### src/rtl/uart_tx.sv
// uart_tx: 8-bit UART transmitter framing start, 8 data bits LSB first, parity and stop.
module uart_tx #(
  parameter int CLK_FREQUENCY = 100_000_000,
  parameter int BAUD_RATE = 19_200,
  parameter int PARITY = 1
) (
  input  logic       clk,
  input  logic       rst,
  input  logic       send,
  input  logic [7:0] din,
  output logic       busy,
  output logic       tx_done,
  output logic       tx_out
);
  localparam int BAUD_CLOCK_CYCLES = CLK_FREQUENCY / BAUD_RATE;
  localparam int BW = BAUD_CLOCK_CYCLES > 1 ? $clog2(BAUD_CLOCK_CYCLES) : 1;
  localparam logic [BW-1:0] BAUD_LAST = BW'(BAUD_CLOCK_CYCLES - 1);
  localparam logic [2:0] IDLE = 3'd0, START = 3'd1, DATA = 3'd2, PAR = 3'd3, STOP = 3'd4;
  logic [2:0]    state;
  logic [BW-1:0] baud;
  logic [2:0]    bit_cnt;
  logic [7:0]    shreg;
  logic          par;
  logic          tc;
  assign tc = baud == BAUD_LAST;
  // done is decoded from registered state so it coincides with the last stop-bit cycle
  assign tx_done = state == STOP && tc;
  always_ff @(posedge clk or posedge rst)
    if (rst) begin
      state   <= IDLE;
      baud    <= '0;
      bit_cnt <= '0;
      shreg   <= '0;
      par     <= 1'b0;
      busy    <= 1'b0;
      tx_out  <= 1'b1;
    end else begin
      baud <= (state == IDLE || tc) ? '0 : baud + 1'b1;
      case (state)
        IDLE: if (send) begin
          shreg  <= din;
          par    <= ^din ^ PARITY[0];
          state  <= START;
          busy   <= 1'b1;
          tx_out <= 1'b0;
        end
        START: if (tc) begin
          state   <= DATA;
          bit_cnt <= '0;
          tx_out  <= shreg[0];
        end
        DATA: if (tc) begin
          shreg   <= shreg >> 1;
          bit_cnt <= bit_cnt + 1'b1;
          state   <= bit_cnt == 3'd7 ? PAR : DATA;
          tx_out  <= bit_cnt == 3'd7 ? par : shreg[1];
        end
        PAR: if (tc) begin
          state  <= STOP;
          tx_out <= 1'b1;
        end
        STOP: if (tc) begin
          state <= IDLE;
          busy  <= 1'b0;
        end
        default: begin
          state  <= IDLE;
          busy   <= 1'b0;
          tx_out <= 1'b1;
        end
      endcase
    end
endmodule

### config.mk
export PLATFORM = sky130hd
export DESIGN_NAME = uart_tx
export DESIGN_NICKNAME = d
export VERILOG_FILES = /design/src/rtl/uart_tx.sv
export SDC_FILE = /design/constraint.sdc
export NUM_CORES = 1
export LEC_CHECK = 0
export CAP_MARGIN = 15
export CORE_ASPECT_RATIO = 0.9
export CORE_MARGIN = 2
export CORE_UTILIZATION = 50
export CTS_CLUSTER_SIZE = 25
export DETAILED_ROUTE_END_ITERATION = 7
export PLACE_DENSITY = 0.75
export SYNTH_ARGS = -nofsm -noshare
export SYNTH_HDL_FRONTEND = slang
export SYNTH_SLANG_ARGS = --single-unit
export TNS_END_PERCENT = 100
### constraint.sdc
create_clock -name clk -period 2.7 [get_ports clk]
set_clock_uncertainty 0.1 [all_clocks]
set_input_delay 0.675 -clock clk [delete_from_list [all_inputs] [get_ports clk]]
set_output_delay 0.675 -clock clk [all_outputs]
set_load 0.1 [all_outputs]
==> results of run 1 <==
## cell type report
type | instances | area share (%)
inverters | 6 | 1.18
well taps | 42 | 2.75
flip-flops and latches | 30 | 39.3
repair buffers | 20 | 9.80
multi-input cells | 112 | 43.7
clock inverters | 2 | 0.654
clock buffers | 6 | 2.68
## state kept, by name (all words and copies together) (netlist names)
register	flops
baud	13
bit_cnt	3
busy	1
par	1
shreg	8
state	3
tx_out	1
## synth_stat cells (2+ instances only)
| library cell | n |
|---|---|
| a22o_1 | 2 |
| clkbuf_1 | 5 |
| dfrtp_1 | 29 |
| ha_1 | 3 |
| inv_1 | 6 |
| mux2_2 | 14 |
| nand2_1 | 10 |
| nand2b_1 | 2 |
| nand3_1 | 5 |
| nand4_1 | 3 |
| nor2_1 | 20 |
| nor3_1 | 3 |
| nor3b_1 | 2 |
| nor4_1 | 4 |
| o21ai_0 | 3 |
| o31ai_1 | 2 |
| o41ai_1 | 3 |
| xnor2_1 | 15 |
| xor2_1 | 4 |
## logic make-up (layout without fill, tap and decap cells)
| kind of cell | count (synthesis) | count (layout) | share of synthesized area (%) |
|---|---|---|---|
| simple gates | 58 | 58 | 19.9 |
| flops | 30 | 30 | 46.3 |
| xor+xnor | 19 | 19 | 10.2 |
| compound gates | 17 | 17 | 8.40 |
| mux | 15 | 15 | 10.3 |
| buf+inv | 11 | 34 | 2.54 |
| fa+ha+maj | 3 | 3 | 2.31 |
## worst min path at each step
| stage | start | endpoint | slack [ns] |
|---|---|---|---|
| floorplan | par | par | 0.35 |
| global placement | baud[0] | baud[0] | 0.37 |
| detailed placement | par | par | 0.38 |
| CTS | baud[0] | baud[0] | 0.39 |
| global route | shreg[2] | shreg[2] | 0.43 |
| finish | baud[0] | baud[0] | 0.40 |
## metal layers
layer / vias to the layer above / global-route usage (%) / wire (um)
li1: 584 / - / -
met1: 567 / 24.6 / 1360
met2: 22 / 32.4 / 1480
met3: 6 / 6.60 / 128
met4: 0 / 9.32 / 63
met5: - / 0 / 0
## power by group
part	total (mW)	switching [mW]	leakage [nW]	internal (mW)
combinational	0.213	0.101	0.373	0.112
sequential	0.598	0.0770	0.372	0.521
clock	0.293	0.168	0.0343	0.125
total	1.10	0.346	0.780	0.757
## metrics by stage
stage               total power [mW]  setup slack (ns)  cell area, um2  hold slack, ns
finish                          1.10             0.140            1910           0.395
global route                    1.17           0.00163            1910           0.430
detailed placement             0.814             0.383            1830           0.379
global placement               0.799             0.441            1830           0.368
floorplan                      0.749            0.0461            1630           0.350
CTS                             1.12            0.0175            1900           0.394
## what timing repair did
action                     4_1_cts  5_1_grt
resized for setup                0        1
gates cloned                     0        0
hold buffers                     0        0
setup endpoints to repair        1        1
pin swaps                        1        1
setup buffers                    1        2
==> impl_metrics.env, run 1 <==
export IMPL_fin_crit_ns=2.56
export IMPL_synth_edf_count=0
export IMPL_numCtsBuffers=5
export IMPL_synthTopCellsByArea="dfrtp_1 (45%), mux2_2 (9.7%), xnor2_1 (8.1%)"
export IMPL_postRouteAntennaNets=0
export IMPL_portBuffers=13
export IMPL_yosys_warnings=0
export IMPL_rrSetupSlack_ns=0.47
export IMPL_row_count=19
export IMPL_drt_pass1_iterations=4
export IMPL_synth_area_um2=1620
export IMPL_crit_required_ns=1.92
export IMPL_setup_violations=0
export IMPL_antenna_found_initial=0
export IMPL_tightestPinTransition_ns=0.601
export IMPL_yosys_area_top_type="dfrtp_1"
export IMPL_syn_area_per_cell_um2=10.6
export IMPL_clkLatencyLatePin_ns=0.34
export IMPL_wl_per_cell_um=13.9
export IMPL_grtUsageTotal_pct=20.1
export IMPL_most_common_layout_cells="dfrtp_1 (29), nor2_1 (19), xnor2_1 (15)"
export IMPL_synth_cells=153
export IMPL_drtIter0Drc=72
export IMPL_dieHeight_um=58.1
export IMPL_timing_final_max_slew_violations=0
export IMPL_htreeDepth=2
export IMPL_seq_area_um2=752
export IMPL_crit_family="simple AND/OR/NAND/NOR gates"
export IMPL_cp_buffers_inverters=1
export IMPL_cts_tree="built"
export IMPL_synth_main_ff_cell="dfrtp_1"
export IMPL_place_congestion=0.834
export IMPL_cts_sinks=30
export IMPL_dr_total_vias=1179
export IMPL_grt_setup_unrepaired="false"
export IMPL_ys_seq_elements=30
export IMPL_initial_utilization_pct=53.0
export IMPL_hold_path_depth=1
export IMPL_finalNonFillerCells=218
export IMPL_syn2layout_area_growth_pct=17.9
export IMPL_max_cap_viol_count=0
export IMPL_nFillCells=240
export IMPL_status="finished, final reports clean"
export IMPL_seq_area_frac_synth_pct=46.3
export IMPL_max_freq_mhz=391
export IMPL_root_buffer="clkbuf_4"
export IMPL_r2r_start="baud[0]"
export IMPL_reg2reg_depth=6
export IMPL_final_hold_viol_count=0
export IMPL_cpMaxStageDelayCell="dfrtp_1"
export IMPL_multiInputGateArea_um2=836
export IMPL_die_w_um=64.1
export IMPL_viasPerCell=5.41
export IMPL_post_dp_hpwl_um=2140
export IMPL_place_inst=207
export IMPL_core_area_um2=3070
export IMPL_wl_um=3040
export IMPL_design_portCount=14
export IMPL_p_per_area_nw_per_um2=576
export IMPL_drive_gt1_share_pct=22.7
export IMPL_grt_max_degree=31
export IMPL_final_common_cell="dfrtp_1"
export IMPL_crit_chain="nor2_1 -> nand2_1 -> nor2_2 -> buf_12"
export IMPL_crit_path_end_kind="output port"
export IMPL_min_path_type="reg -> reg"
export IMPL_grt_pass1_wl_um=5680
export IMPL_cellLeakagePower_nw=0.780
export IMPL_cts_buffer_depth=2
export IMPL_r2r_end="shreg[3]"
export IMPL_crit_fanout=15
export IMPL_tns_ns=0
export IMPL_synth_cell_types=37
export IMPL_crit_start="state[0]"
export IMPL_endpoint="tx_done"
export IMPL_drc=0
export IMPL_arrival_ns=1.78
export IMPL_relSlewSlack_pct=59.8
export IMPL_grt_pass1_vias=1236
export IMPL_nets=189
export IMPL_async_flop_share_pct=100
export IMPL_synth_top_cell_area_share_pct=44.7
export IMPL_cp_start_kind="flip-flop"
export IMPL_cpPeakStageDelay_ns=0.57
export IMPL_finish_utilization_pct=62.4
export IMPL_ir_drop_mv=0.473
export IMPL_dieArea_um2=3720
export IMPL_crit_type="reg -> out"
export IMPL_antenna_cells=0
export IMPL_worst_setup_hold_path_clk_slew_ns=0.10
export IMPL_grt_overflow_total=0
export IMPL_synthesis_nets=167
export IMPL_cp_num_cells=4
export IMPL_period_share_pct=94.8
No activity file was read; power rests on OpenSTA's default activity.
==> inputs of run 2 (changes only) <==
--- a/config.mk
+++ b/config.mk
@@ -9,8 +9,10 @@
 export CORE_ASPECT_RATIO = 0.9
 export CORE_MARGIN = 2
 export CORE_UTILIZATION = 50
+export CTS_BUF_LIST = sky130_fd_sc_hd__clkbuf_4
 export CTS_CLUSTER_SIZE = 25
 export DETAILED_ROUTE_END_ITERATION = 7
+export HOLD_SLACK_MARGIN = 0.03
 export PLACE_DENSITY = 0.75
 export SYNTH_ARGS = -nofsm -noshare
 export SYNTH_HDL_FRONTEND = slang
==> run 2 against run 1 <==
Utilization down 0.33 points. Worst hold slack about the same. Clock power down 11%. Die area is the same. Global-route usage shrank 0.25 points. Sequential power barely moved. Flip-flop and latch count stayed put. Largest power group unchanged.
==> impl_metrics.env, run 2 (synthesis gave the netlist of run 1 again) <==
export IMPL_drt_pass1_iterations=4
export IMPL_cp_start_kind="flip-flop"
export IMPL_timing_final_max_slew_violations=0
export IMPL_grt_overflow_total=0
export IMPL_worst_setup_hold_path_clk_slew_ns=0.09
export IMPL_grtUsageTotal_pct=19.9
export IMPL_fin_area_um2=1900
export IMPL_cts_hold_buffers=0
export IMPL_post_dp_hpwl_um=2140
export IMPL_grt_pass1_vias=1243
export IMPL_clkLatencyLatePin_ns=0.33
export IMPL_setup_violations=0
export IMPL_dieArea_um2=3720
export IMPL_row_count=19
export IMPL_dieHeight_um=58.1
export IMPL_route_met2_wl_um=1560
export IMPL_arrival_ns=1.78
export IMPL_root_buffer="clkbuf_4"
export IMPL_crit_type="reg -> out"
export IMPL_die_w_um=64.1
export IMPL_status="finished, final reports clean"
export IMPL_drc=0
export IMPL_highest_layer="met4"
export IMPL_grt_setup_unrepaired="false"
export IMPL_tightestPinTransition_ns=0.606
export IMPL_crit_path_end_kind="output port"
export IMPL_place_congestion=0.834
export IMPL_core_area_um2=3070
export IMPL_htreeDepth=2
export IMPL_nets=189
export IMPL_portBuffers=13
export IMPL_reg2reg_depth=6
export IMPL_crit_required_ns=1.92
export IMPL_relSlewSlack_pct=59.4
export IMPL_antenna_cells=0
export IMPL_crit_fanout=6
export IMPL_numCtsBuffers=5
export IMPL_fin_crit_ns=2.55
export IMPL_met1_length_um=1360
export IMPL_dr_total_vias=1195
export IMPL_r2r_start="baud[0]"
export IMPL_viasPerCell=5.48
export IMPL_drive_gt1_share_pct=22.2
export IMPL_cts_sinks=30
export IMPL_postRouteAntennaNets=0
export IMPL_wl_per_cell_um=14.1
export IMPL_largest_reg_flops=13
export IMPL_cts_buffer_depth=2
export IMPL_ir_drop_mv=0.479
export IMPL_cellLeakagePower_nw=0.774
export IMPL_max_freq_mhz=392
export IMPL_p_per_area_nw_per_um2=563
export IMPL_reg_top3="baud (13), shreg (8)"
export IMPL_design_portCount=14
export IMPL_worstHoldEndpoint="baud[0]"
export IMPL_syn2layout_area_growth_pct=17.3
export IMPL_rrSetupSlack_ns=0.46
export IMPL_max_cap_viol_count=0
export IMPL_cts_tree="built"
export IMPL_hold_path_depth=1
export IMPL_placed_area_um2=1830
export IMPL_period_share_pct=94.5
export IMPL_min_path_type="reg -> reg"
export IMPL_grt_pass1_wl_um=5640
export IMPL_most_common_layout_cells="dfrtp_1 (29), nor2_1 (19), xnor2_1 (15)"
export IMPL_finalNonFillerCells=218
export IMPL_hp_start="baud[0]"
export IMPL_initial_utilization_pct=53.0
export IMPL_drtIter0Drc=87
export IMPL_r2r_end="shreg[3]"
export IMPL_final_common_cell="dfrtp_1"
export IMPL_antenna_found_initial=0
export IMPL_place_inst=207
export IMPL_tns_ns=0
export IMPL_wl_um=3080
export IMPL_met3RoutedLength_um=120
export IMPL_final_hold_viol_count=0
export IMPL_top_register="baud"
export IMPL_grt_max_degree=31
==> run 2: cell types whose count changed in the layout (fill, tap and decap cells not counted), sizes merged <==
cell | previous run | this run
clkinv | 1 | 2
clkbuf | 6 | 5
==> run 2: final cells by class <==
type / count / area (um2)
tap: 42 / 52.6
inverter: 6 / 22.5
sequential: 30 / 752
clock inverter: 3 / 16.3
fill: 234 / 1160
clock buffer: 5 / 37.5
timing repair buffer: 20 / 188
multi-input combinational: 112 / 836
==> run 2: metrics by stage <==
step / setup WS, ns / total power [mW] / hold WS [ns] / utilization, %
after floorplan: 0.0461 / 0.749 / 0.350 / -
after global placement: 0.441 / 0.799 / 0.368 / 59.5
after detailed placement: 0.383 / 0.814 / 0.379 / 59.5
after CTS: 0.00235 / 1.08 / 0.394 / 61.3
after global routing: 0.0101 / 1.14 / 0.430 / 62.1
final: 0.149 / 1.07 / 0.396 / 62.1
==> run 2: worst max-delay path by stage <==
stage / startpoint / end / depth (start not counted)
after global routing: baud[0] / tx_done / 5
after detailed placement: baud[0] / tx_done / 5
after global placement: baud[0] / tx_done / 5
after CTS: baud[0] / tx_done / 5
after floorplan: baud[0] / tx_done / 4
final: baud[0] / tx_done / 5
==> run 2: routing by layer <==
layer	global-route usage, %	up-vias
met1	24.1	585
met3	6.60	5
met4	8.39	0
li1	-	585
met5	0	-
met2	32.6	20
==> run 2: what timing repair did <==
action | 4_1_cts | 5_1_grt
pin swaps | 1 | 1
gates resized for setup | 0 | 1
hold endpoints to repair | 0 | 0
setup endpoints to repair | 1 | 1
setup buffers | 0 | 3
==> run 2: worst max-delay path: stages (launching register included) <==
cell     delay (ns)
dfrtp_1        0.40
ha_2           0.23
nor4b_4        0.29
nand3_4        0.15
nor2_2         0.18
buf_12         0.19
==> run 2: power breakdown <==
| part | switching (mW) | internal, mW |
|---|---|---|
| Clock | 0.164 | 0.0966 |
| Sequential | 0.0781 | 0.521 |
| Combinational | 0.101 | 0.112 |
| Total | 0.343 | 0.729 |
